==> config.mk <==
export PLATFORM = sky130hd
export DESIGN_NAME = vx_commit_arbiter_flat
export DESIGN_NICKNAME = d
export VERILOG_FILES = /design/src/rtl/vx_commit_arbiter_pkg.sv /design/src/rtl/vx_commit_arbiter_if.sv /design/src/rtl/vx_commit_arbiter_rr_arbiter.sv /design/src/rtl/vx_commit_arbiter.sv /design/src/flat_wrapper.sv
export SDC_FILE = /design/constraint.sdc
export NUM_CORES = 1
export LEC_CHECK = 0
export ABC_AREA = 1
export CAP_MARGIN = 30
export CORE_AREA = 2 2 355 357
export CTS_BUF_LIST = sky130_fd_sc_hd__clkbuf_4
export CTS_CLUSTER_SIZE = 25
export DETAILED_ROUTE_END_ITERATION = 10
export DIE_AREA = 0 0 357 359
export GPL_ROUTABILITY_DRIVEN = 0
export GPL_TIMING_DRIVEN = 0
export PLACE_DENSITY = 0.37
export SETUP_SLACK_MARGIN = 0.15
export SYNTH_ARGS = -nofsm -noshare
export SYNTH_HDL_FRONTEND = slang
export SYNTH_SLANG_ARGS = --single-unit
==> constraint.sdc <==
create_clock -name clk -period 4.1 [get_ports clk]
set_input_delay 0.82 -clock clk [delete_from_list [all_inputs] [get_ports clk]]
set_output_delay 0.82 -clock clk [all_outputs]
set_load 0.01 [all_outputs]
==> src/rtl/vx_commit_arbiter_pkg.sv <==
// Shared types for the commit arbiter: per-unit commit beat, writeback beat,
// and the widths both are built from.
package vx_commit_arbiter_pkg;

  localparam int WIS_W         = 2;
  localparam int NR_W          = 6;
  localparam int NUM_THREADS   = 4;
  localparam int XLEN          = 32;
  localparam int UUID_W        = 1;
  localparam int PC_W          = 32;
  localparam int PERF_COMMIT_W = 32;

  typedef struct packed {
    logic [UUID_W-1:0]                 uuid;
    logic [WIS_W-1:0]                  wis;
    logic [NUM_THREADS-1:0]            tmask;
    logic [PC_W-1:0]                   PC;
    logic                              wb;
    logic [NR_W-1:0]                   rd;
    logic [NUM_THREADS-1:0][XLEN-1:0]  data;
    logic                              sop;
    logic                              eop;
  } commit_t;

  typedef struct packed {
    logic [UUID_W-1:0]                 uuid;
    logic [WIS_W-1:0]                  wis;
    logic [NUM_THREADS-1:0]            tmask;
    logic [PC_W-1:0]                   PC;
    logic [NR_W-1:0]                   rd;
    logic [NUM_THREADS-1:0][XLEN-1:0]  data;
    logic                              sop;
    logic                              eop;
  } wb_t;

  localparam wb_t WB_RESET = '0;

endpackage

==> src/rtl/vx_commit_arbiter_if.sv <==
// Commit-side handshake bundle (per-unit valid/ready/data) plus the
// writeback output; master is the arbiter, slave is the execution-unit side.
interface vx_commit_arbiter_if #(
  parameter int NUM_INPUTS = 4
);
  import vx_commit_arbiter_pkg::*;

  logic [NUM_INPUTS-1:0] commit_valid;
  logic [NUM_INPUTS-1:0] commit_ready;
  commit_t               commit_data [NUM_INPUTS];
  logic                  wb_valid;
  wb_t                   wb_data;

  modport master (
    input  commit_valid, commit_data,
    output commit_ready, wb_valid, wb_data
  );

  modport slave (
    output commit_valid, commit_data,
    input  commit_ready, wb_valid, wb_data
  );

endinterface

==> src/rtl/vx_commit_arbiter_rr_arbiter.sv <==
// Round-robin arbiter with packet lock: combinational grant, pointer moves
// past the winner on each unlock strobe; a held lock pins the grant to one index.
module vx_rr_arbiter #(
  parameter int NUM_REQS    = 4,
  parameter int LOCK_ENABLE = 1,
  localparam int IDX_W      = (NUM_REQS > 1) ? $clog2(NUM_REQS) : 1
) (
  input  logic                clk,
  input  logic                reset,
  input  logic [NUM_REQS-1:0] requests,
  input  logic                lock,
  input  logic [IDX_W-1:0]    lock_index,
  input  logic                unlock,
  output logic [NUM_REQS-1:0] grant_onehot,
  output logic [IDX_W-1:0]    grant_index,
  output logic                grant_valid
);

  logic [IDX_W-1:0] ptr_q;
  logic [IDX_W-1:0] ptr_next;
  logic             lock_on;

  assign lock_on = (LOCK_ENABLE != 0) && lock;

  always_comb begin : p_grant
    int               idx;
    logic [IDX_W-1:0] cand;
    grant_onehot = '0;
    grant_index  = '0;
    grant_valid  = 1'b0;
    idx          = 0;
    cand         = '0;
    if (lock_on) begin
      grant_index = lock_index;
      grant_valid = requests[lock_index];
    end else begin
      // First requester at or after the pointer, wrapping modulo NUM_REQS.
      for (int k = 0; k < NUM_REQS; k++) begin
        idx = int'(ptr_q) + k;
        if (idx >= NUM_REQS) idx = idx - NUM_REQS;
        cand = IDX_W'(idx);
        if (!grant_valid && requests[cand]) begin
          grant_valid = 1'b1;
          grant_index = cand;
        end
      end
    end
    grant_onehot[grant_index] = grant_valid;
  end

  assign ptr_next = (grant_index == IDX_W'(NUM_REQS - 1)) ? '0 : grant_index + 1'b1;

  always_ff @(posedge clk or negedge reset) begin
    if (!reset) begin
      ptr_q <= '0;
    end else if (unlock) begin
      ptr_q <= ptr_next;
    end
  end

endmodule

==> src/rtl/vx_commit_arbiter.sv <==
// Merges per-unit commit streams into one writeback stream, one cycle of latency.
// Units see ready only when granted; writeback side has no backpressure.
module vx_commit_arbiter #(
  parameter int NUM_INPUTS  = 4,
  parameter int WIS_W       = vx_commit_arbiter_pkg::WIS_W,
  parameter int NR_W        = vx_commit_arbiter_pkg::NR_W,
  parameter int NUM_THREADS = vx_commit_arbiter_pkg::NUM_THREADS,
  parameter int XLEN        = vx_commit_arbiter_pkg::XLEN,
  parameter int UUID_W      = vx_commit_arbiter_pkg::UUID_W
) (
  input  logic                                          clk,
  input  logic                                          reset,
  vx_commit_arbiter_if.master                           bus,
  output logic [vx_commit_arbiter_pkg::PERF_COMMIT_W-1:0] perf_commits
);
  import vx_commit_arbiter_pkg::*;

  localparam int IDX_W = (NUM_INPUTS > 1) ? $clog2(NUM_INPUTS) : 1;

  // Field widths are fixed by the shared struct types; overriding them here is an error.
  if (WIS_W != vx_commit_arbiter_pkg::WIS_W || NR_W != vx_commit_arbiter_pkg::NR_W ||
      NUM_THREADS != vx_commit_arbiter_pkg::NUM_THREADS ||
      XLEN != vx_commit_arbiter_pkg::XLEN || UUID_W != vx_commit_arbiter_pkg::UUID_W)
  begin : g_width_check
    $error("vx_commit_arbiter: width parameters must match vx_commit_arbiter_pkg");
  end

  logic [NUM_INPUTS-1:0] grant_onehot;
  logic [IDX_W-1:0]      grant_index;
  logic                  grant_valid;
  logic                  locked_q;
  logic [IDX_W-1:0]      lock_idx_q;
  logic                  xfer;
  logic                  unlock;
  commit_t               beat;
  wb_t                   beat_wb;
  logic                  wb_valid_q;
  wb_t                   wb_data_q;
  logic [PERF_COMMIT_W-1:0] perf_q;

  vx_rr_arbiter #(
    .NUM_REQS    (NUM_INPUTS),
    .LOCK_ENABLE (1)
  ) u_arb (
    .clk          (clk),
    .reset        (reset),
    .requests     (bus.commit_valid),
    .lock         (locked_q),
    .lock_index   (lock_idx_q),
    .unlock       (unlock),
    .grant_onehot (grant_onehot),
    .grant_index  (grant_index),
    .grant_valid  (grant_valid)
  );

  // Grant already implies valid, so ready doubles as the transfer strobe.
  assign bus.commit_ready = grant_onehot & {NUM_INPUTS{reset}};
  assign xfer             = grant_valid & reset;
  assign beat             = bus.commit_data[grant_index];
  assign unlock           = xfer & beat.eop;

  always_comb begin
    beat_wb       = WB_RESET;
    beat_wb.uuid  = beat.uuid;
    beat_wb.wis   = beat.wis;
    beat_wb.tmask = beat.tmask;
    beat_wb.PC    = beat.PC;
    beat_wb.rd    = beat.rd;
    beat_wb.data  = beat.data;
    beat_wb.sop   = beat.sop;
    beat_wb.eop   = beat.eop;
  end

  always_ff @(posedge clk or negedge reset) begin
    if (!reset) begin
      locked_q   <= 1'b0;
      lock_idx_q <= '0;
    end else if (xfer) begin
      if (beat.eop) begin
        locked_q <= 1'b0;
      end else begin
        locked_q   <= 1'b1;
        lock_idx_q <= grant_index;
      end
    end
  end

  always_ff @(posedge clk or negedge reset) begin
    if (!reset) begin
      wb_valid_q <= 1'b0;
      wb_data_q  <= WB_RESET;
    end else begin
      wb_valid_q <= xfer & beat.wb;
      if (xfer && beat.wb) wb_data_q <= beat_wb;
    end
  end

  always_ff @(posedge clk or negedge reset) begin
    if (!reset) begin
      perf_q <= '0;
    end else if (wb_valid_q && wb_data_q.eop) begin
      perf_q <= perf_q + 1'b1;
    end
  end

  assign bus.wb_valid = wb_valid_q;
  assign bus.wb_data  = wb_data_q;
  assign perf_commits = perf_q;

  // Malformed packet framing; the lock is still released on eop regardless.
  a_sop_while_locked: assert property (@(posedge clk) disable iff (!reset)
    (xfer && locked_q) |-> !beat.sop);
  a_eop_without_sop: assert property (@(posedge clk) disable iff (!reset)
    (xfer && !locked_q && beat.eop) |-> beat.sop);

endmodule

==> src/flat_wrapper.sv <==
// flat-port wrapper written by rule: the top's interface ports become plain ports
module vx_commit_arbiter_flat import vx_commit_arbiter_pkg::*;
#(
  parameter int NUM_INPUTS  = 4,
  parameter int WIS_W       = vx_commit_arbiter_pkg::WIS_W,
  parameter int NR_W        = vx_commit_arbiter_pkg::NR_W,
  parameter int NUM_THREADS = vx_commit_arbiter_pkg::NUM_THREADS,
  parameter int XLEN        = vx_commit_arbiter_pkg::XLEN,
  parameter int UUID_W      = vx_commit_arbiter_pkg::UUID_W
)
  (clk, reset, perf_commits, bus_commit_valid, bus_commit_data, bus_commit_ready, bus_wb_valid, bus_wb_data);
  vx_commit_arbiter_if #(.NUM_INPUTS(NUM_INPUTS)) bus_i ();
  input  logic clk;
  input  logic reset;
  output logic [vx_commit_arbiter_pkg::PERF_COMMIT_W-1:0] perf_commits;
  input wire logic [$bits(bus_i.commit_valid)-1:0] bus_commit_valid;
  input wire logic [$bits(bus_i.commit_data)-1:0] bus_commit_data;
  output wire logic [$bits(bus_i.commit_ready)-1:0] bus_commit_ready;
  output wire logic [$bits(bus_i.wb_valid)-1:0] bus_wb_valid;
  output wire logic [$bits(bus_i.wb_data)-1:0] bus_wb_data;
  assign bus_i.commit_valid = bus_commit_valid;
  assign bus_i.commit_data = {>>{bus_commit_data}};
  assign bus_commit_ready = bus_i.commit_ready;
  assign bus_wb_valid = bus_i.wb_valid;
  assign bus_wb_data = bus_i.wb_data;
  vx_commit_arbiter #(.NUM_INPUTS(NUM_INPUTS), .WIS_W(WIS_W), .NR_W(NR_W), .NUM_THREADS(NUM_THREADS), .XLEN(XLEN), .UUID_W(UUID_W)) u_core (.clk(clk), .reset(reset), .bus(bus_i), .perf_commits(perf_commits));
endmodule
; ---- Yosys cells after proc, flatten, opt, wreduce, memory -nomap -nowiden
; Cells that the tools add are included.
[classes]
n_reduce_logical = 10
eq_ne = 1
n_bitwise = 7
n_addsub = 9
n_mux = 38
order_cmp = 12
[op_table]
columns = op, n
row1 = $bmux 176 s2, 1
row2 = $mux 176, 2
row3 = $add 32x1->32 const B, 1
row4 = $mux 2, 14
row5 = $lt 2x3->1 const B, 6
row6 = $mux 1, 15
row7 = $ge 3x3->1 const B, 4
row8 = $bmux 1 s2, 5
row9 = $and 4x4->4, 2
row10 = $sub 2x1->2 const B, 4
row11 = $add 2x2->3 const B, 2
row12 = $logic_and 1x1->1, 6
row13 = $add 2x1->3 const B, 1
row14 = $and 1x1->1, 3
row15 = $ge 2x3->1 const B, 1
row16 = $logic_not 1->1, 3
row17 = $not 2->3, 1
row18 = $add 2x1->2 const B, 1
row19 = $demux 1 s2, 1
row20 = $eq 2x2->1 const B, 1
row21 = $ge 2x1->1 const B, 1
row22 = $reduce_and 2->1, 1
row23 = $not 1->1, 1
[totals]
in_bits = 710
reg_bits = 213
out_inout_bits = 212
word_cells = 93

; ---- Logic depth before layout (Yosys ltp)
; Gate-level depths: netlist of run 1.
[logic_depth]
word_depth = 25
mapped_depth = 19
depth_no_buf = 16

; ---- Hierarchy
; A second synthesis of run 1 with hierarchy kept.
[unflattened]
cells_unflattened = 2071
area_unflattened_um2 = 13655.6
[modules_own_cells]
columns = mod, area_per_inst_um2, seq_area_each_um2, instances, cells_each
row1 = vx_commit_arbiter, 13048.8, 5280.1, 1, 1969
row2 = vx_rr_arbiter, 606.8, 50.0, 1, 102

; ---- Least setup slack after synthesis of run 1
; OpenSTA, ideal clock, no wires.
[synth_path]
path_kind = input to output
from = input bus_commit_valid[1]
to = output bus_commit_ready[0]
t_arrival_ns = 2.246
stages = 15
path_buffers = 2
t_required_ns = 3.280
slack_ns = 1.034
path_cell_list = inv_1 -> nand2_1 -> nand3_1 -> nand2_1 -> inv_2 -> nand3_1 -> nor2_2 -> nor2_4 -> nand2_4 -> buf_2 -> buf_4 -> inv_1 -> nor2_1 -> inv_1 -> nor2_1
[synth_between]
elab_chain_len = 22
word_cells_on_any_way = 36
cone_classes = 2 x order compare / 25 x mux / 2 x bitwise / 7 x reduce/logical
[synth_rtl]
columns = item, line
row1 = from (decl), flat_wrapper.sv:16  ; input wire logic [$bits(bus_i.commit_valid)-1:0] bus_commit_valid;
row2 = $bmux 1 s2, vx_commit_arbiter_rr_arbiter.sv:42  ; if (!grant_valid && requests[cand]) begin
row3 = $mux 1 (not written as such), vx_commit_arbiter_rr_arbiter.sv:42
row4 = $mux 1, vx_commit_arbiter_rr_arbiter.sv:42
row5 = $mux 1, vx_commit_arbiter_rr_arbiter.sv:33  ; if (lock_on) begin
row6 = $logic_not 1->1, vx_commit_arbiter_rr_arbiter.sv:42
row7 = $logic_and 1x1->1, vx_commit_arbiter_rr_arbiter.sv:42
row8 = $mux 1, vx_commit_arbiter_rr_arbiter.sv:42
row9 = $mux 1, vx_commit_arbiter_rr_arbiter.sv:33
row10 = [6 not listed], n/a
row11 = $mux 2, vx_commit_arbiter_rr_arbiter.sv:42
row12 = $mux 2, vx_commit_arbiter_rr_arbiter.sv:33
row13 = $lt 2x3->1 (not written as such) / $ge 2x1->1 (equally long branches), vx_commit_arbiter_rr_arbiter.sv:48  ; grant_onehot[grant_index] = grant_valid;
row14 = $logic_and 1x1->1 (not written as such), vx_commit_arbiter_rr_arbiter.sv:48
row15 = $mux 1 (not written as such), vx_commit_arbiter_rr_arbiter.sv:48
row16 = $demux 1 s2, vx_commit_arbiter_rr_arbiter.sv:48
row17 = $and 4x4->4 (no line) (*), n/a
row18 = $and 4x4->4 (*), vx_commit_arbiter.sv:57  ; assign bus.commit_ready = grant_onehot & {NUM_INPUTS{reset}};
row19 = to (decl), flat_wrapper.sv:18  ; output wire logic [$bits(bus_i.commit_ready)-1:0] bus_commit_ready;
; Mark *: on every way between the ends. The rest lies on a longest branch, timed or not. The select of a mux whose other input is x is not followed.

; ---- Worst setup path after layout of run 1
[layout_path]
from = register u_core.u_arb.ptr_q[0]
to = output bus_commit_ready[2]
[layout_between]
elab_chain_len = 25
word_cells_on_any_way = 53
cone_classes = 7 x add/sub / 6 x order compare / 31 x mux / 2 x bitwise / 7 x reduce/logical
[layout_rtl]
columns = item, line
row1 = from (decl), vx_commit_arbiter_rr_arbiter.sv:19  ; logic [IDX_W-1:0] ptr_q;
row2 = from (signal assigned), vx_commit_arbiter_rr_arbiter.sv:57  ; ptr_q <= ptr_next;
row3 = $ge 2x3->1 / $sub 2x1->2 (equally long branches), vx_commit_arbiter_rr_arbiter.sv:40  ; if (idx >= NUM_REQS) idx = idx - NUM_REQS;
row4 = $mux 2, vx_commit_arbiter_rr_arbiter.sv:40
row5 = $mux 2, vx_commit_arbiter_rr_arbiter.sv:33
row6 = $bmux 1 s2, vx_commit_arbiter_rr_arbiter.sv:42
row7 = $mux 1 (not written as such), vx_commit_arbiter_rr_arbiter.sv:42
row8 = $mux 1, vx_commit_arbiter_rr_arbiter.sv:42
row9 = $mux 1, vx_commit_arbiter_rr_arbiter.sv:33
row10 = $logic_not 1->1, vx_commit_arbiter_rr_arbiter.sv:42
row11 = [9 not listed], n/a
row12 = $mux 2, vx_commit_arbiter_rr_arbiter.sv:42
row13 = $mux 2, vx_commit_arbiter_rr_arbiter.sv:33
row14 = $lt 2x3->1 (not written as such) / $ge 2x1->1 (equally long branches), vx_commit_arbiter_rr_arbiter.sv:48
row15 = $logic_and 1x1->1 (not written as such), vx_commit_arbiter_rr_arbiter.sv:48
row16 = $mux 1 (not written as such), vx_commit_arbiter_rr_arbiter.sv:48
row17 = $demux 1 s2, vx_commit_arbiter_rr_arbiter.sv:48
row18 = $and 4x4->4 (no line) (*), n/a
row19 = $and 4x4->4 (*), vx_commit_arbiter.sv:57
; Marks and branches as above.

==> results summary, run 1 <==
The flow ran to the end, and the final reports show no timing, DRC or antenna violations. The count of TritonRoute iterations in the first routing pass is 5. The data arrival time at the worst-slack endpoint came out at 2.94 ns.

For this run the aggregate overflow at the end of global routing stands at 0. The worst setup timing slack at the placement stage came out at -1.01 ns. The instance area at placement is 29400 µm². The effective utilization at floorplan came out at 0.145.

The worst-case IR drop observed on VDD is 0.309 mV. Setup repair after global routing could not meet its margin everywhere. The min-delay analysis places its worst path in the category primary input to asynchronous set/reset pin. In this run the static leakage power is 16.6 nW. The critical path required time is 3.28 ns. For this run, the number of Yosys warnings is 0.

The total clock sinks came out at 213. The floorplan step defined a die boundary enclosing 128000 µm². The residual DRC count came out at 0. The type of element launching the critical path is a flop. The final number of max-transition violations is 0. The synthesized area divided by synthesized cell count came out at roughly 5.8 µm². The top-level I/O count came out at 922. The filler cells instantiated in the layout total 14478. The root buffer cell is sky130_fd_sc_hd__clkbuf_4.

The number of max-capacitance violations reported came out at 0. The synthesized instance count came out at 3127. The switching fraction of total power is 0.582. The routed layout has roughly 24000 vias. At the pin with the least slew margin, the transition time is 0.788 ns. Summing all multi-input logic gate instances after layout gives 8870 µm². The synthesis-to-layout area growth is 70.2%. The portion of the clock cycle consumed by the worst path in the final layout came out at 0.917. Of all nets on the critical path, the largest fanout is 7. The switching component of the power came out at 15.8 mW. STA classifies the critical path endpoint as an output port. The H-tree depth is 3. Setup violations remaining at the end of the flow were counted as 0. The critical path is of the flop to output port type. The worst setup slack after layout came out at roughly 0.34 ns. Counting flops and latches in the post-synthesis netlist gives 213. The logic gate share of total power came out at 0.777.

After synthesis the cells add up to 18100 µm². The die extent in y came out at 359 µm. The share of the yosys chip area belonging to registers is 0.295. The number of library cell types mapped by synthesis is 31.

The total clock buffers created by CTS came out at a little under 80. The detailed placer's ending HPWL came out at 108 mm. The floorplan has 130 rows.

Of the total power, registers draw 0.129. The via density per instance came out at 4.08. The clock latency on the worst-skew pair is 0.89 ns. In the final routed layout, each cell accounts on average for ~22 µm. The internal cell power is 11.3 mW. The die outline width is 357 µm. At the end of the flow, the number of nets in the layout was 4863. TritonCTS built the clock tree. Once layout is complete, the utilization of the core stands at 0.247.

The net count after synthesis came out at 3839. The fraction of final layout cells sized beyond drive strength 1 came out at 0.0877. The most critical setup path has its startpoint at u_core.u_arb.ptr_q[0]. The ratio of total power to cell area came out at 882 nW/µm².

The clock arrives with 0.0603 ns of skew. The total non-filler cell area in the finished layout is 30800 µm². The number of global-route vias before repair came out at 24325. The post-CTS clock slew at the launch and capture registers of the worst setup and hold paths is ~0.05 ns.

The total global routing track utilization is 0.199. Of the total power, the clock network draws 0.095. The first global-routing pass estimated 181 mm of wire. The sequential cell area in the final layout is 5330 µm².

Once detail routing completed, the nets flagged for antenna violations numbered 0. The worst pin sits at a relative slew slack of 0.475. The final hold violation count is 0. In this run the critical register-to-register path is launched from u_core.u_arb.ptr_q[0]. Hold is met by about 0.43 ns. The floorplan core area came out at 125000 µm². The total routed wirelength is 132 mm. The number of buffers inserted by port buffering is 921. After the first detailed-routing iteration, the DRC count stood at 1514. The initial antenna violation count is 53. The worst-case clock buffer depth is 3. Derived from the worst setup path, the maximum achievable clock frequency is roughly 270 MHz.

Entering global routing, the biggest net connects a little under 100 pins. The minimum clock period is ~3.8 ns.
-- placed cells by master, fill, tap and decap left out, types with 2 or more instances in the layout --
cell type and n:
sky130_fd_sc_hd__nor3_1 7, sky130_fd_sc_hd__clkdlybuf4s50_1 916, sky130_fd_sc_hd__nand2_1 948, sky130_fd_sc_hd__buf_16 2, sky130_fd_sc_hd__nand3_2 4, sky130_fd_sc_hd__clkinv_4 2, sky130_fd_sc_hd__buf_8 2, sky130_fd_sc_hd__inv_4 2
sky130_fd_sc_hd__clkbuf_4 115, sky130_fd_sc_hd__a21oi_1 2, sky130_fd_sc_hd__clkinv_1 17, sky130_fd_sc_hd__xnor2_1 14, sky130_fd_sc_hd__nor2_4 6, sky130_fd_sc_hd__nor4_1 2, sky130_fd_sc_hd__nand2_2 11, sky130_fd_sc_hd__inv_2 3
sky130_fd_sc_hd__xor2_1 16, sky130_fd_sc_hd__buf_6 8, sky130_fd_sc_hd__dfrtp_1 212, sky130_fd_sc_hd__nand4_1 9, sky130_fd_sc_hd__buf_4 65, sky130_fd_sc_hd__diode_2 14, sky130_fd_sc_hd__buf_12 4, sky130_fd_sc_hd__buf_1 6
sky130_fd_sc_hd__nand3_1 904, sky130_fd_sc_hd__inv_1 731, sky130_fd_sc_hd__o21ai_0 2, sky130_fd_sc_hd__clkbuf_1 20, sky130_fd_sc_hd__clkinvlp_4 2, sky130_fd_sc_hd__nand3b_1 2, sky130_fd_sc_hd__inv_6 2, sky130_fd_sc_hd__buf_2 131
sky130_fd_sc_hd__nor2_1 24, sky130_fd_sc_hd__nor2_2 3
-- flip-flops by register name, indices dropped and copies added, names as in the netlist --
name	cells
u_core.lock_idx_q	2
u_core.u_arb.ptr_q	2
u_core.perf_commits	32
u_core.bus.wb_valid	1
u_core.locked_q	1
u_core.bus.wb_data	175
-- synth_stat cells --
cell type	count	area, µm²
sky130_fd_sc_hd__nand3b_1	2	15.0
sky130_fd_sc_hd__nor3_1	8	40.0
sky130_fd_sc_hd__nor2_1	31	116
sky130_fd_sc_hd__inv_4	1	6.26
sky130_fd_sc_hd__nand3_1	906	4530
sky130_fd_sc_hd__buf_1	6	22.5
sky130_fd_sc_hd__buf_4	50	375
sky130_fd_sc_hd__nor2_4	1	11.3
sky130_fd_sc_hd__buf_2	133	666
sky130_fd_sc_hd__o31ai_1	1	7.51
sky130_fd_sc_hd__inv_1	734	2760
sky130_fd_sc_hd__nand3_2	2	20.0
sky130_fd_sc_hd__a21boi_1	1	7.51
sky130_fd_sc_hd__o21ai_0	2	10.0
sky130_fd_sc_hd__xnor2_1	14	123
sky130_fd_sc_hd__a21oi_1	2	10.0
sky130_fd_sc_hd__nand4_1	9	56.3
sky130_fd_sc_hd__o21bai_4	1	18.8
sky130_fd_sc_hd__nor4_1	2	12.5
sky130_fd_sc_hd__xor2_1	16	140
sky130_fd_sc_hd__nand2_2	2	12.5
sky130_fd_sc_hd__clkbuf_4	1	7.51
sky130_fd_sc_hd__nor2_2	1	6.26
sky130_fd_sc_hd__dfrtp_1	213	5330
sky130_fd_sc_hd__nand2_4	1	11.3
sky130_fd_sc_hd__nand2_1	957	3590
sky130_fd_sc_hd__clkbuf_1	21	78.8
sky130_fd_sc_hd__inv_2	2	7.51
sky130_fd_sc_hd__buf_6	4	45.0
sky130_fd_sc_hd__o211ai_1	1	7.51
sky130_fd_sc_hd__ha_1	2	25.0
-- what timing repair did --
action                     in CTS  in global routing
hold buffers                    1                  0
pin swaps                      10                 10
hold endpoints to repair       45                  0
setup buffers                  15                  2
resized for setup              63                 11
gates cloned                    1                  0
setup endpoints to repair       4                  4
-- stage by stage --
step | power, mW | std cells | TNS, ns
final | 27.1 | 5870 | 0
after floorplan | 14.5 | 3127 | 0
after global routing | 29.4 | 5862 | 0
after global placement | 24.3 | 5698 | -3795.22
after detailed placement | 24.4 | 5701 | -3.50
after CTS | 27.6 | 5854 | 0
-- worst paths after layout --
path	endpoint	cells past startpoint	slack (ns)
min in group clk	u_core.bus.wb_data[94]	2	0.47
max in group asynchronous	u_core.bus.wb_data[161]	3	2.58
worst max-delay path	bus_commit_ready[2]	17	0.34
worst min-delay path	u_core.bus.wb_data[101]	2	0.43
worst max register to register	u_core.bus.wb_data[130]	20	0.47
worst min register to register	u_core.bus.wb_data[94]	2	0.47
-- cell families (layout without fill, tap and decap cells) --
kind of cell | count (synthesis) | count (layout) | synth area share
AND/OR/NAND/NOR | 1922 | 1922 | 0.466
buffers and inverters | 952 | 2031 | 0.219
flip-flops | 213 | 213 | 0.295
XOR/XNOR | 30 | 30 | 0.0145
AO/OA/AOI/OAI | 8 | 8 | 0.00339
adder cells (fa/ha/maj) | 2 | 2 | 0.00138
other | 0 | 14 | 0
-- power groups by stage --
stage | logic, mW | clock network, mW | registers, mW
floorplan | 10.7 | 0 | 3.83
global placement | 20.8 | 0 | 3.51
detailed placement | 20.9 | 0 | 3.51
CTS | 21.3 | 2.72 | 3.49
global route | 23.0 | 2.84 | 3.59
finish | 21.1 | 2.57 | 3.49
-- cell type report --
type / count / area share
repair buffers: 943 / 0.307
multi-input cells: 1962 / 0.288
flip-flops and latches: 213 / 0.173
inverters: 737 / 0.0903
well taps: 1650 / 0.0671
plain buffers: 215 / 0.0407
clock buffers: 112 / 0.0273
clock inverters: 24 / 0.00468
diodes: 14 / 0.00114
-- critical path, stage by stage (launching register included) --
cell                      delay [ns]
sky130_fd_sc_hd__dfrtp_1        0.42
sky130_fd_sc_hd__buf_6          0.16
sky130_fd_sc_hd__inv_8          0.07
sky130_fd_sc_hd__nand2_1        0.06
sky130_fd_sc_hd__nand2_2        0.09
sky130_fd_sc_hd__nand2_1        0.07
sky130_fd_sc_hd__nand2_2        0.11
sky130_fd_sc_hd__nand3_2        0.10
sky130_fd_sc_hd__nor2_4         0.12
sky130_fd_sc_hd__nor2_4         0.05
sky130_fd_sc_hd__nand2_4        0.09
sky130_fd_sc_hd__buf_12         0.11
sky130_fd_sc_hd__buf_12         0.09
sky130_fd_sc_hd__inv_4          0.04
sky130_fd_sc_hd__nor2_4         0.13
sky130_fd_sc_hd__inv_4          0.08
sky130_fd_sc_hd__nor2_4         0.17
sky130_fd_sc_hd__buf_6          0.13
-- routing by layer --
layer,vias up,GRT usage,share of wire
met4,58,0.0585,0.030
met3,218,0.0640,0.084
met5,-,0,0.0028
li1,11559,-,-
met1,11246,0.233,0.40
met2,881,0.344,0.48
(Power assumes the default switching activity.)
==> inputs of run 2 (changes only) <==
Settings changed: CAP_MARGIN 30 to not set.
==> results summary, run 2 (same netlist as run 1, synthesis figures left out) <==
The run finished with clean final reports. The remaining global-route overflow came out at 0. The total clock sinks came out at 213. The initial antenna violation count is 55. In this design, the stage delay of the slowest critical-path cell is 0.41 ns. The final hold violation count came out at 0.

The total global routing track utilization came out at 0.199. The clock latency on the worst-skew pair is 0.88 ns. The CTS tree is yes. The type of element launching the critical path is a flop.

The maximum net fanout on the critical path is 10. Of the cells placed in the final design, the portion with a size suffix greater than 1 is 0.0861. The residual DRC count is 0. The worst-case vdd ir drop came out at 0.339 mV. In this run the worst setup path begins at u_core.u_arb.ptr_q[0].

The floorplan core area came out at 125000 µm². The minimum clock period came out at 3.75 ns. The total of fill cells in the finished design is 14430. The classification of the worst-slack hold path is primary input to asynchronous set/reset pin.

The post-CTS clock slew at the launch and capture registers of the worst setup and hold paths is about 0.060 ns. The die outline width came out at 357 µm. The setup check on the worst reg-to-reg path leaves a slack of 0.51 ns. The synthesis-to-layout area growth came out at 69.6%.

The endpoint identified for the worst register-to-register timing path is u_core.bus.wb_data[131]. The routed wirelength normalized by instance count came out at 22.5 µm. The kind of end point of the critical path is an output port. Leaving out fill and tap cells, the most frequent cell in the layout is sky130_fd_sc_hd__nand2_1. The number of flip-flops under the largest register name came out at about 180. For this design the ratio of total power to cell area is roughly 900 nW/µm². The global-route wire length before repair is about 180 mm. The area occupied by multi-input gates came out at 8890 µm². At the worst endpoint, the arrival time is 2.93 ns. The total routed wirelength is about 130 mm. The sequential cell area in the final layout is 5330 µm².

The worst setup slack after layout came out at about 0.35 ns. The worst-margin pin slew is between 1 and 1.5 ns. The critical path required time came out at 3.28 ns.

Among all stages on the critical path, the largest delay is contributed by sky130_fd_sc_hd__dfrtp_1. The top-level I/O count came out at 922. The maximum number of pins on one net before global-route repair is 98.

The die extent in y came out at 359 µm. The final number of max-transition violations is 0. The detailed placer's ending HPWL came out at 108 mm.

The via total after detailed routing is 23924. The via density per instance came out at 4.09. OpenSTA, run right after detailed placement, puts the worst setup slack at -1.04 ns.

The portion of the clock cycle consumed by the worst path in the final layout came out at 0.914. The initial utilization of the core area, before any placement, comes to 0.145. In this run the clock root is driven by a sky130_fd_sc_hd__clkbuf_4.

The iteration-0 DRC count of the detailed router is 1621. The final count of negative-setup-slack endpoints is 0. Walking the worst path, the cells encountered are buf_6 -> inv_8 -> nand2_1 -> nand2_2 -> nand2_2 -> nand2_4 -> nand2_2 -> nand2_1 -> nand2_1 -> nand3_2 -> nand2_4 -> buf_12 -> buf_2 -> nor3_2 -> buf_4. The number of max-capacitance violations reported is 0. The full die area is 128000 µm². The count of TritonRoute iterations in the first routing pass came out at 7. The clock arrives with 0.0584 ns of skew.

The top cell types in the final layout, fill and taps aside, are sky130_fd_sc_hd__nand2_1 (946), sky130_fd_sc_hd__clkdlybuf4s50_1 (916), sky130_fd_sc_hd__nand3_1 (903). Setup repair after global routing left no endpoint under its margin. The worst pin sits at a relative slew slack of 0.280. The fmax came out at roughly 270 MHz. The startpoint identified for the worst register-to-register timing path is u_core.u_arb.ptr_q[0]. The number of global-route vias before repair came out at 23927. The most critical setup path has its endpoint at bus_commit_ready[1].

The H-tree depth is 3. Once detail routing completed, the nets flagged for antenna violations numbered 0. Input and output buffers added on the ports amount to approximately 920. The cell depth of the worst flop-to-flop path is 20.

The leakage power of the design is 16.5 nW. The worst-case clock buffer depth came out at 3. The worst setup path is of the flop to output port kind. In the final timing run, aggregate negative setup slack is 0 ns.

After floorplanning, the core was divided into 130 placement rows. The net count reported at finish is 4855. The total clock buffers created by CTS came out at 76.
-- run 2: through the flow --
stage	cells	hold slack, ns	utilization	area [µm²]	power (mW)
3_5_place_dp	5700	0.464	0.236	29400	24.3
6_report	5849	0.448	0.246	30700	26.9
4_1_cts	5840	0.337	0.245	30600	27.3
2_1_floorplan	3127	0.487	-	18100	14.5
5_1_grt	5844	0.428	0.246	30600	29.2
3_3_place_gp	5698	0.463	0.236	29400	24.3
-- run 2: repair_timing --
item,in CTS,in global routing
pin swaps,10,11
gates cloned,1,0
hold endpoints to repair,45,0
endpoints found under the setup margin,4,4
hold buffers,1,0
buffers inserted,12,1
resized for setup,62,17
-- run 2: critical path: cells and delay by family, from the launching register on --
| family | cells | cell delay (ns) |
|---|---|---|
| flops | 1 | 0.41 |
| buf+inv | 5 | 0.77 |
| simple gates | 10 | 0.90 |
-- run 2: layout make-up --
type / instances / share of cell area
multi-input cells: 1962 / 0.290
well taps: 1650 / 0.0674
clock buffers: 107 / 0.0262
flip-flops and latches: 213 / 0.174
diodes: 8 / 0.000653
plain buffers: 215 / 0.0408
inverters: 737 / 0.0907
repair buffers: 938 / 0.307
clock inverters: 19 / 0.00343
-- run 2: per-layer routing --
metal / track usage / vias to the layer above / wire, µm
li1: - / 11542 / -
met1: 0.234 / 11254 / 53200
met2: 0.351 / 867 / 64300
met3: 0.0599 / 197 / 10800
met4: 0.0479 / 64 / 3050
met5: 0 / - / 424
-- run 2: where the power goes --
group	leakage [nW]	internal (mW)	switching (mW)	total (mW)
clock network	0.530	1.20	1.21	2.41
logic	13.3	6.94	14.1	21.0
registers	2.72	3.00	0.477	3.48
total	16.5	11.1	15.8	26.9
-- run 2: worst min-delay path by stage --
stage | from | end | slack (ns) | depth (start not counted)
final | reset | u_core.bus.wb_data[102] | 0.45 | 2
after global routing | reset | u_core.bus.wb_data[102] | 0.43 | 2
after CTS | reset | u_core.bus.wb_data[102] | 0.34 | 2
after detailed placement | u_core.bus.wb_data[143] | u_core.bus.wb_data[143] | 0.46 | 2
after global placement | u_core.bus.wb_data[48] | u_core.bus.wb_data[48] | 0.46 | 2
after floorplan | u_core.lock_idx_q[1] | u_core.lock_idx_q[1] | 0.49 | 2
==> inputs of run 3 (changes only) <==
Settings changed: MAX_ROUTING_LAYER set to met4.
==> results summary, run 3 (same netlist as run 1, synthesis figures left out) <==
The run finished with clean final reports. The number of placed instances, taps included came out at 5700. The global-route wire length before repair is 181 mm.

The number of clock buffers added by TritonCTS is 76. Setup repair after global routing left no endpoint under its margin. The worst-margin pin slew is ~1.1 ns.

The floorplan step set the die width to 357 µm. The design draws about 27 mW. The final hold violation count was 0. The number of cell rows came out at 130. The residual DRC count is 0.

The die extent in y came out at 359 µm. The synthesis-to-layout area growth is 70.0%. The maximum number of pins on one net before global-route repair came out at 98. The endpoint of the lowest-slack register-to-register path is u_core.bus.wb_data[131]. The final count of negative-setup-slack endpoints came out at 0.

The worst-case vdd ir drop is ~0.34 mV. The instance area at placement came out at 29400 µm². For this block, the routed nets add up to 132 mm of wire. The setup path with the least slack is of type flop to output port. The routed wirelength normalized by instance count is 22.4 µm. The cell depth of the worst flop-to-flop path came out at 20. The H-tree depth came out at 3.

The post-CTS clock slew at the launch and capture registers of the worst setup and hold paths came out at 0.06 ns. The startpoint of the worst register-to-register path is u_core.u_arb.ptr_q[0]. The number of max-capacitance violations reported came out at 0. The core region is 125000 µm². The critical path required time came out at 3.28 ns. STA puts the critical path data arrival time at 2.95 ns. The tightest min-delay check is of the primary input to asynchronous set/reset pin type.

The fraction of final layout cells sized beyond drive strength 1 came out at 0.0861. For this run, the detailed router's first-pass iteration total came to 6. The net count reported at finish came out at 4855. The top-level I/O count came out at 922. The detailed placer's ending HPWL is 108 mm. The most critical setup path has its startpoint at u_core.u_arb.ptr_q[0]. The fmax is 265 MHz. The type of element launching the critical path is a flop. The maximum net fanout on the critical path came out at 10.

The remaining global-route overflow is 0. The leakage power of the design is 16.5 nW. The number of cells in the finished layout apart from fillers came out at between 5000 and 6000. OpenSTA, run right after detailed placement, puts the worst setup slack at -1.04 ns. The relative slew slack is 0.276.

The final worst hold slack is 0.452 ns. Measured on the finished design, the core utilization comes to 0.247. The full die area came out at 128000 µm². The ratio of total power to cell area came out at 876 nW/µm². The number of global-route vias before repair is 23969. The total global routing track utilization is 0.205. The clock latency on the worst-skew pair is 0.87 ns. TritonCTS built the clock tree. The total clock sinks is 213. Counting I/O delays and the setup requirement, the final critical path takes approximately 3.8 ns. The total non-filler cell area in the finished layout came out at about 31000 µm². Of the available clock period, the critical path in the final layout requires 0.919. The initial antenna violation count came out at 51. The tree is rooted in a sky130_fd_sc_hd__clkbuf_4. The via total after detailed routing came out at 23887.

The worst setup path is captured at an output port. The worst setup slack after layout came out at 0.332 ns. The worst-case clock buffer depth came out at 3. The effective utilization at floorplan came out at 0.145. The final number of max-transition violations is 0. For the final routed database, the setup TNS stands at 0 ns.

The via density per instance came out at ~4.1. The worst setup slack for register-to-register paths is 0.51 ns. The number of flip-flops under the largest register name came out at 175. The commonest non-fill, non-tap cell in the layout is sky130_fd_sc_hd__nand2_1. The iteration-0 DRC count of the detailed router is about 1600. The library cells used most frequently in the layout, excluding fill and tap cells, are sky130_fd_sc_hd__nand2_1 (946), sky130_fd_sc_hd__clkdlybuf4s50_1 (916), sky130_fd_sc_hd__nand3_1 (903). The detail route stage leaves a number of antenna-violating nets equal to 0.

The setup skew after layout came out at 0.0609 ns. During placement, the flow inserted port buffers numbering 921.
-- run 3: layout make-up --
cell class / instances / area [µm²]
clock buffers: 107 / 803
inverters: 737 / 2780
diodes: 38 / 95.1
fillers: 14422 / 93900
well taps: 1650 / 2060
multi-input cells: 1962 / 8890
flip-flops and latches: 213 / 5330
clock inverters: 19 / 105
plain buffers: 215 / 1250
repair buffers: 938 / 9400
-- run 3: worst max-delay path by stage --
stage	endpoint	slack, ns	cells past startpoint
after global routing	bus_commit_ready[2]	0.13	11
after detailed placement	bus_commit_ready[2]	-1.04	18
final	bus_commit_ready[1]	0.33	15
after CTS	bus_commit_ready[2]	0.15	17
after floorplan	bus_commit_ready[0]	1.03	15
after global placement	bus_commit_ready[2]	-10.82	6
-- run 3: what timing repair did --
item | in CTS | in global routing
gates resized for setup | 62 | 18
buffers inserted | 12 | 1
pin swaps | 10 | 11
cloned | 1 | 0
endpoints found under the setup margin | 4 | 4
hold endpoints to repair | 45 | 0
hold buffers | 1 | 0
-- run 3: routing by layer --
layer  GRT usage  wire length (µm)
met1       0.237             54100
met2       0.350             64600
met3      0.0547             10200
met4      0.0485              2840
met5           -                 0
-- run 3: power by group --
part | switching, mW | internal, mW
Combinational | 14.1 | 6.94
Clock | 1.21 | 1.20
Sequential | 0.476 | 3.00
Total | 15.8 | 11.1
-- run 3: worst max-delay path, stage by stage, from the launching register on --
cell	delay, ns
sky130_fd_sc_hd__dfrtp_1	0.41
sky130_fd_sc_hd__buf_6	0.16
sky130_fd_sc_hd__inv_8	0.07
sky130_fd_sc_hd__nand2_1	0.06
sky130_fd_sc_hd__nand2_2	0.12
sky130_fd_sc_hd__nand2_2	0.08
sky130_fd_sc_hd__nand2_4	0.09
sky130_fd_sc_hd__nand2_2	0.06
sky130_fd_sc_hd__nand2_1	0.05
sky130_fd_sc_hd__nand2_1	0.06
sky130_fd_sc_hd__nand3_2	0.10
sky130_fd_sc_hd__nand2_4	0.08
sky130_fd_sc_hd__buf_12	0.14
sky130_fd_sc_hd__buf_2	0.23
sky130_fd_sc_hd__nor3_2	0.21
sky130_fd_sc_hd__buf_4	0.19
